File: src/rtl/fir_stream_ctrl.sv
// Flow-control and flush sequencing wrapper around a pipelined FIR core.
// Optional statistics counters are enabled by defining FIR_CTRL_STATS_EN.
module fir_stream_ctrl #(
    parameter int DATA_WIDTH     = 16,
    parameter int OUTPUT_WIDTH   = 16,
    parameter int NUM_TAPS       = 16,
    parameter int PIPELINE_DEPTH = 5,
    parameter int FIFO_DEPTH     = 8
) (
    input  logic                    clk,
    input  logic                    rst,
    input  logic                    s_valid,
    output logic                    s_ready,
    input  logic [DATA_WIDTH-1:0]   s_data,
    output logic                    m_valid,
    input  logic                    m_ready,
    output logic [OUTPUT_WIDTH-1:0] m_data,
    output logic                    core_s_valid,
    output logic [DATA_WIDTH-1:0]   core_s_data,
    input  logic                    core_m_valid,
    input  logic [OUTPUT_WIDTH-1:0] core_m_data,
    input  logic                    flush_req,
    output logic                    flush_busy,
    output logic                    err
`ifdef FIR_CTRL_STATS_EN
    ,
    output logic [31:0]             stat_in_cnt,
    output logic [31:0]             stat_stall_cnt
`endif
);

    localparam int LAT = PIPELINE_DEPTH + 1;
    localparam int AW  = $clog2(FIFO_DEPTH);
    localparam int PW  = AW + 1;
    localparam int CW  = (NUM_TAPS > 1) ? $clog2(NUM_TAPS) : 1;
    localparam logic [PW:0]   DEPTH_OCC = (PW + 1)'(FIFO_DEPTH);
    localparam logic [CW-1:0] LAST_TAP  = CW'(NUM_TAPS - 1);

    typedef enum logic [1:0] {RUN, FLUSH, DRAIN} state_t;

    state_t                  state;
    logic [CW-1:0]           flush_cnt;
    logic [LAT-1:0]          tag_vld;
    logic [LAT-1:0]          tag_dis;
    logic [OUTPUT_WIDTH-1:0] mem [FIFO_DEPTH];
    logic [PW-1:0]           wr_ptr;
    logic [PW-1:0]           rd_ptr;
    logic [PW-1:0]           inflight_kept;

    logic [PW-1:0] fifo_count;
    logic [PW:0]   occ;
    logic          empty;
    logic          full;
    logic          flush_issue;
    logic          keep_issue;
    logic          keep_beat;
    logic          misalign;
    logic          overflow;
    logic          push;
    logic          pop;
    logic          drain_done;

    // Credit counts both buffered entries and kept beats still inside the core.
    assign fifo_count  = wr_ptr - rd_ptr;
    assign occ         = {1'b0, fifo_count} + {1'b0, inflight_kept};
    assign empty       = (wr_ptr == rd_ptr);
    assign full        = (wr_ptr[AW] != rd_ptr[AW]) && (wr_ptr[AW-1:0] == rd_ptr[AW-1:0]);

    assign flush_issue  = (state == FLUSH);
    assign s_ready      = (state == RUN) && (occ < DEPTH_OCC);
    assign keep_issue   = s_valid && s_ready;
    assign core_s_valid = keep_issue || flush_issue;
    assign core_s_data  = flush_issue ? '0 : s_data;
    assign flush_busy   = (state != RUN);

    assign misalign  = (core_m_valid != tag_vld[LAT-1]);
    assign keep_beat = core_m_valid && tag_vld[LAT-1] && !tag_dis[LAT-1];

    assign m_valid  = !empty;
    assign m_data   = mem[rd_ptr[AW-1:0]];
    assign pop      = m_valid && m_ready;
    assign overflow = keep_beat && full && !pop;
    assign push     = keep_beat && !overflow;

    assign drain_done = ((tag_vld & tag_dis) == '0);

    // NOTE: all state below uses non-blocking assignments so every register samples pre-edge values.
    always_ff @(posedge clk) begin
        if (rst) begin
            state          <= RUN;
            flush_cnt      <= '0;
            tag_vld        <= '0;
            tag_dis        <= '0;
            wr_ptr         <= '0;
            rd_ptr         <= '0;
            inflight_kept  <= '0;
            err            <= 1'b0;
`ifdef FIR_CTRL_STATS_EN
            stat_in_cnt    <= '0;
            stat_stall_cnt <= '0;
`endif
        end else begin
            tag_vld <= {tag_vld[LAT-2:0], core_s_valid};
            tag_dis <= {tag_dis[LAT-2:0], flush_issue};

            if (push) wr_ptr <= wr_ptr + PW'(1);
            if (pop)  rd_ptr <= rd_ptr + PW'(1);

            case ({keep_issue, keep_beat})
                2'b10:   inflight_kept <= inflight_kept + PW'(1);
                2'b01:   inflight_kept <= inflight_kept - PW'(1);
                default: inflight_kept <= inflight_kept;
            endcase

            err <= err | misalign | overflow;

            case (state)
                RUN: begin
                    if (flush_req) begin
                        state     <= FLUSH;
                        flush_cnt <= '0;
                    end
                end
                FLUSH: begin
                    if (flush_cnt == LAST_TAP) state <= DRAIN;
                    else                       flush_cnt <= flush_cnt + CW'(1);
                end
                DRAIN: begin
                    if (drain_done) state <= RUN;
                end
                default: state <= RUN;
            endcase

`ifdef FIR_CTRL_STATS_EN
            if (keep_issue)
                stat_in_cnt <= stat_in_cnt + 32'd1;
            if (s_valid && !s_ready && state == RUN)
                stat_stall_cnt <= stat_stall_cnt + 32'd1;
`endif
        end
    end

    // NOTE: the FIFO storage has no reset; the pointers alone decide which entries are valid.
    always_ff @(posedge clk) begin
        if (push) mem[wr_ptr[AW-1:0]] <= core_m_data;
    end

endmodule

File: config.mk
export PLATFORM = sky130hd
export DESIGN_NAME = fir_stream_ctrl
export DESIGN_NICKNAME = d
export VERILOG_FILES = /design/src/rtl/fir_stream_ctrl.sv
export SDC_FILE = /design/constraint.sdc
export NUM_CORES = 1
export LEC_CHECK = 0
export ABC_CLOCK_PERIOD_IN_PS = 3300
export BUFFER_PORTS_ARGS = -buffer_cell sky130_fd_sc_hd__buf_2
export CORE_ASPECT_RATIO = 1.1
export CORE_MARGIN = 1
export CORE_UTILIZATION = 40
export DETAILED_ROUTE_END_ITERATION = 7
export GPL_ROUTABILITY_DRIVEN = 0
export SLEW_MARGIN = 10
export SYNTH_ARGS = -nofsm -noshare
export SYNTH_HDL_FRONTEND = slang
export SYNTH_SLANG_ARGS = --single-unit
File: constraint.sdc
create_clock -name clk -period 3.3 [get_ports clk]
set_input_delay 0.33 -clock clk [delete_from_list [all_inputs] [get_ports clk]]
set_output_delay 0.33 -clock clk [all_outputs]
set_load 0.02 [all_outputs]
==> run metrics <==
Ports between 70 and 80; setup TNS 0 ps; chip width between 100 and 150 µm; CTS clock-pin slew for the worst setup and hold paths approximately 60 ps; n_diodes 0; routed length per instance ~18 µm; syn avg cell area around 17 µm²; area of the multi-input gates just over 0.002 mm²; CP top delay family adder cells; fin crit period ~3200 ps; critical path startpoint category flip-flop; share of layout cells above drive strength 1 a little over two fifths; Final Setup Violations 0; slowest CP cell fa_1; Buffers on Ports 74; critical path capture point type flip-flop; Worst Tran Pin Value between 1000 and 1500 ps; syn_nets between 400 and 500; hold wc startpoint flush_req; worst-path cell chain inv_2 -> ha_4 -> inv_2 -> fa_1 -> ha_1 -> and3b_1 -> o21ai_1 -> and3_4 -> nand2_4 -> ha_4 -> ha_4 -> nand3_4 -> and3_4 -> or4_4 -> a21oi_2; Leakage 2.80 nW; H-tree depth 4; Util after Layout just over 50%; setup slack, reg-to-reg 70 ps; maxcap violations 0; hold path depth 2; worst skew pair latency 420 ps; total power between 0.004 and 0.005 W; Post-DRT Antenna Nets 0; Worst Skew around 8 ps; first-pass GRT wire length roughly 19 mm; synthesis-to-layout area growth 22.5%; Synth warnings 0; r2r endpoint inflight_kept[3]$_SDFFE_PP0P_; Residual DRC 0; Final HPWL DP 7.67 mm; critical path class flip-flop to flip-flop; Initial Utilization approximately two fifths; GRT overflow 0; CTS Buf Count 17; Slew Limit Headroom between 20 and 30%; Post-Synthesis Cell Area 0.00655 mm²; most frequent CP cell ha_4; Hold Vio Cnt, Final 0; clock sinks 162; R2R depth 15; Vias/cell 5.11; worst r2r src wr_ptr[0]$_SDFFE_PP0P_; area of the die approximately 0.017 mm²; maximum fanout along the worst path 3; FILL cells between 1,000 and 1,500; Worst Hold Class primary input to flip-flop; Largest stage delay, worst path ~470 ps; Max Clk Rate between 300 and 400 MHz; Syn Inst Count 376; CP Data Arrival Time 3580 ps; largest buffer count on any clock path 2; status finished, final reports clean; CTS tree done; Placed Cells around 660; vias in the first global route ~3,600; First-pass DRT Iterations 4; WP data required around 3700 ps; die height ~140 µm; final worst-path cycle share a little over nine tenths; Slew Limit Fails 0; commonest non-fill, non-tap cell in the layout edfxtp_1; # rows 48; Nets between 500 and 600; final WL roughly 12 mm; Sequential Area 0.00453 mm²; sequential fraction of the synthesis area between 60% and 70%; RSZ-0062 raised after global routing yes; Final Non-Filler Cells between 600 and 700; total track usage ~16%; Synth Register Bits approximately 160; CORE AREA about 0.016 mm²; Root Buffer clkbuf_16; initial antenna violation count 1; Peak VDD IR around 0.34 mV; hold path endpoint flush_cnt[3]$_SDFFE_PP0P_; initial drt markers approximately 220; Cell variety after synth 46; Buf/Inv on CP 2; commonest cells after routing, fill and taps aside edfxtp_1, buf_2, mux4_2, dfxtp_1, nor2_1; cell area power density 549 mW/mm²; vias between 3,000 and 4,000; largest net degree at the start of global routing 33
per-stage QoR:
step	cell area [µm²]	setup slack (ps)	hold WS [ps]
after floorplan	6580	35.9	414
after global placement	7300	45.0	448
after detailed placement	7300	-78.1	458
after CTS	7930	1.33	117
after global routing	8030	-53.7	143
final	8030	73.9	142
worst max-delay path by stage:
| stage | start | to | slack, ps | depth (start not counted) |
|---|---|---|---|---|
| global placement | rd_ptr[1]$_SDFFE_PP0P_ | inflight_kept[3]$_SDFFE_PP0P_ | 50 | 15 |
| global route | rd_ptr[1]$_SDFFE_PP0P_ | inflight_kept[3]$_SDFFE_PP0P_ | -50 | 15 |
| finish | wr_ptr[0]$_SDFFE_PP0P_ | inflight_kept[3]$_SDFFE_PP0P_ | 70 | 15 |
| CTS | wr_ptr[0]$_SDFFE_PP0P_ | inflight_kept[3]$_SDFFE_PP0P_ | 1 | 15 |
| floorplan | wr_ptr[0]$_SDFFE_PP0P_ | inflight_kept[3]$_SDFFE_PP0P_ | 40 | 15 |
| detailed placement | rd_ptr[1]$_SDFFE_PP0P_ | inflight_kept[3]$_SDFFE_PP0P_ | -80 | 15 |
final cells by class:
cell class	count	share of cell area [%]
tap	200	3.12
sequential	162	56.4
multi-input combinational	189	25.5
timing repair buffer	95	6.74
inverter	11	0.514
clock buffer	19	5.39
clock inverter	13	2.28
timing repair:
item,in CTS,in global routing
setup endpoints to repair,1,1
setup buffers,0,2
gates resized for setup,3,17
hold endpoints to repair,0,0
hold buffers,0,0
pin swaps,0,9
Yosys cell counts, drive strengths merged:
cell type	instances	area share (%)
ha	13	2.5
mux2	16	2.7
and4	1	0.17
xnor2	4	0.65
and3b	1	0.13
xor2	7	0.94
and3	4	0.38
fa	2	0.61
buf	7	0.76
nand3b	1	0.11
nor2b	11	1.1
o211ai	2	0.23
o311ai	1	0.25
inv	11	0.63
nor4	1	0.096
and2b	1	0.11
a311oi	1	0.13
o31ai	2	0.44
a21o	2	0.23
a221oi	1	0.13
nand3	3	0.23
mux2i	3	0.46
nor3	6	0.46
a211oi	2	0.31
o21ai	6	0.46
a22oi	3	0.34
or4	2	0.29
mux4	32	11
nand2b	3	0.29
nor2	23	1.3
or2	1	0.096
dfxtp	34	10
clkbuf	7	0.40
or3	4	0.38
a21oi	10	0.76
and2	17	1.6
edfxtp	128	59
nand2	2	0.11
a31o	1	0.13
where the power goes:
part | switching (W) | internal, W | total (W)
combinational | 0.0000887 | 0.0000602 | 0.000149
sequential | 0.0000107 | 0.00221 | 0.00222
clock | 0.000769 | 0.00127 | 0.00203
total | 0.000869 | 0.00353 | 0.00440
kinds of logic (layout without fill, tap and decap cells):
group	after synthesis	count (layout)	synth area share, %
xor gates and xnor gates	11	11	1.59
adders and majority gates	15	15	3.09
and+or+nand+nor	81	81	6.86
DFF	162	162	69.0
buffers and inverters	25	138	1.79
AOI/OAI and AO/OA	31	31	3.42
muxes	51	51	14.2
registers in the layout, summed over array words and instances (netlist names), named ones only:
name and count:
tag_vld 6, state 2, wr_ptr 4, tag_dis 6
flush_cnt 4, mem 128, err 1, inflight_kept 4
rd_ptr 4
worst register-to-register path, stage by stage (launching register included):
cell     delay (ps)
dfxtp_2         320
inv_2            70
ha_4            120
inv_2            40
fa_1            470
ha_1            300
and3b_1         160
o21ai_1         130
and3_4          220
nand2_4          50
ha_4            180
ha_4            300
nand3_4          90
and3_4          190
or4_4           410
a21oi_2         120
per-layer routing:
layer	vias up	routed length, µm	global-route usage, %
li1	1661	-	-
met1	1754	5300	18.9
met2	88	6210	26.1
met3	16	598	5.20
met4	2	133	5.16
met5	-	8	0
Power figures use the tool's default switching activity.
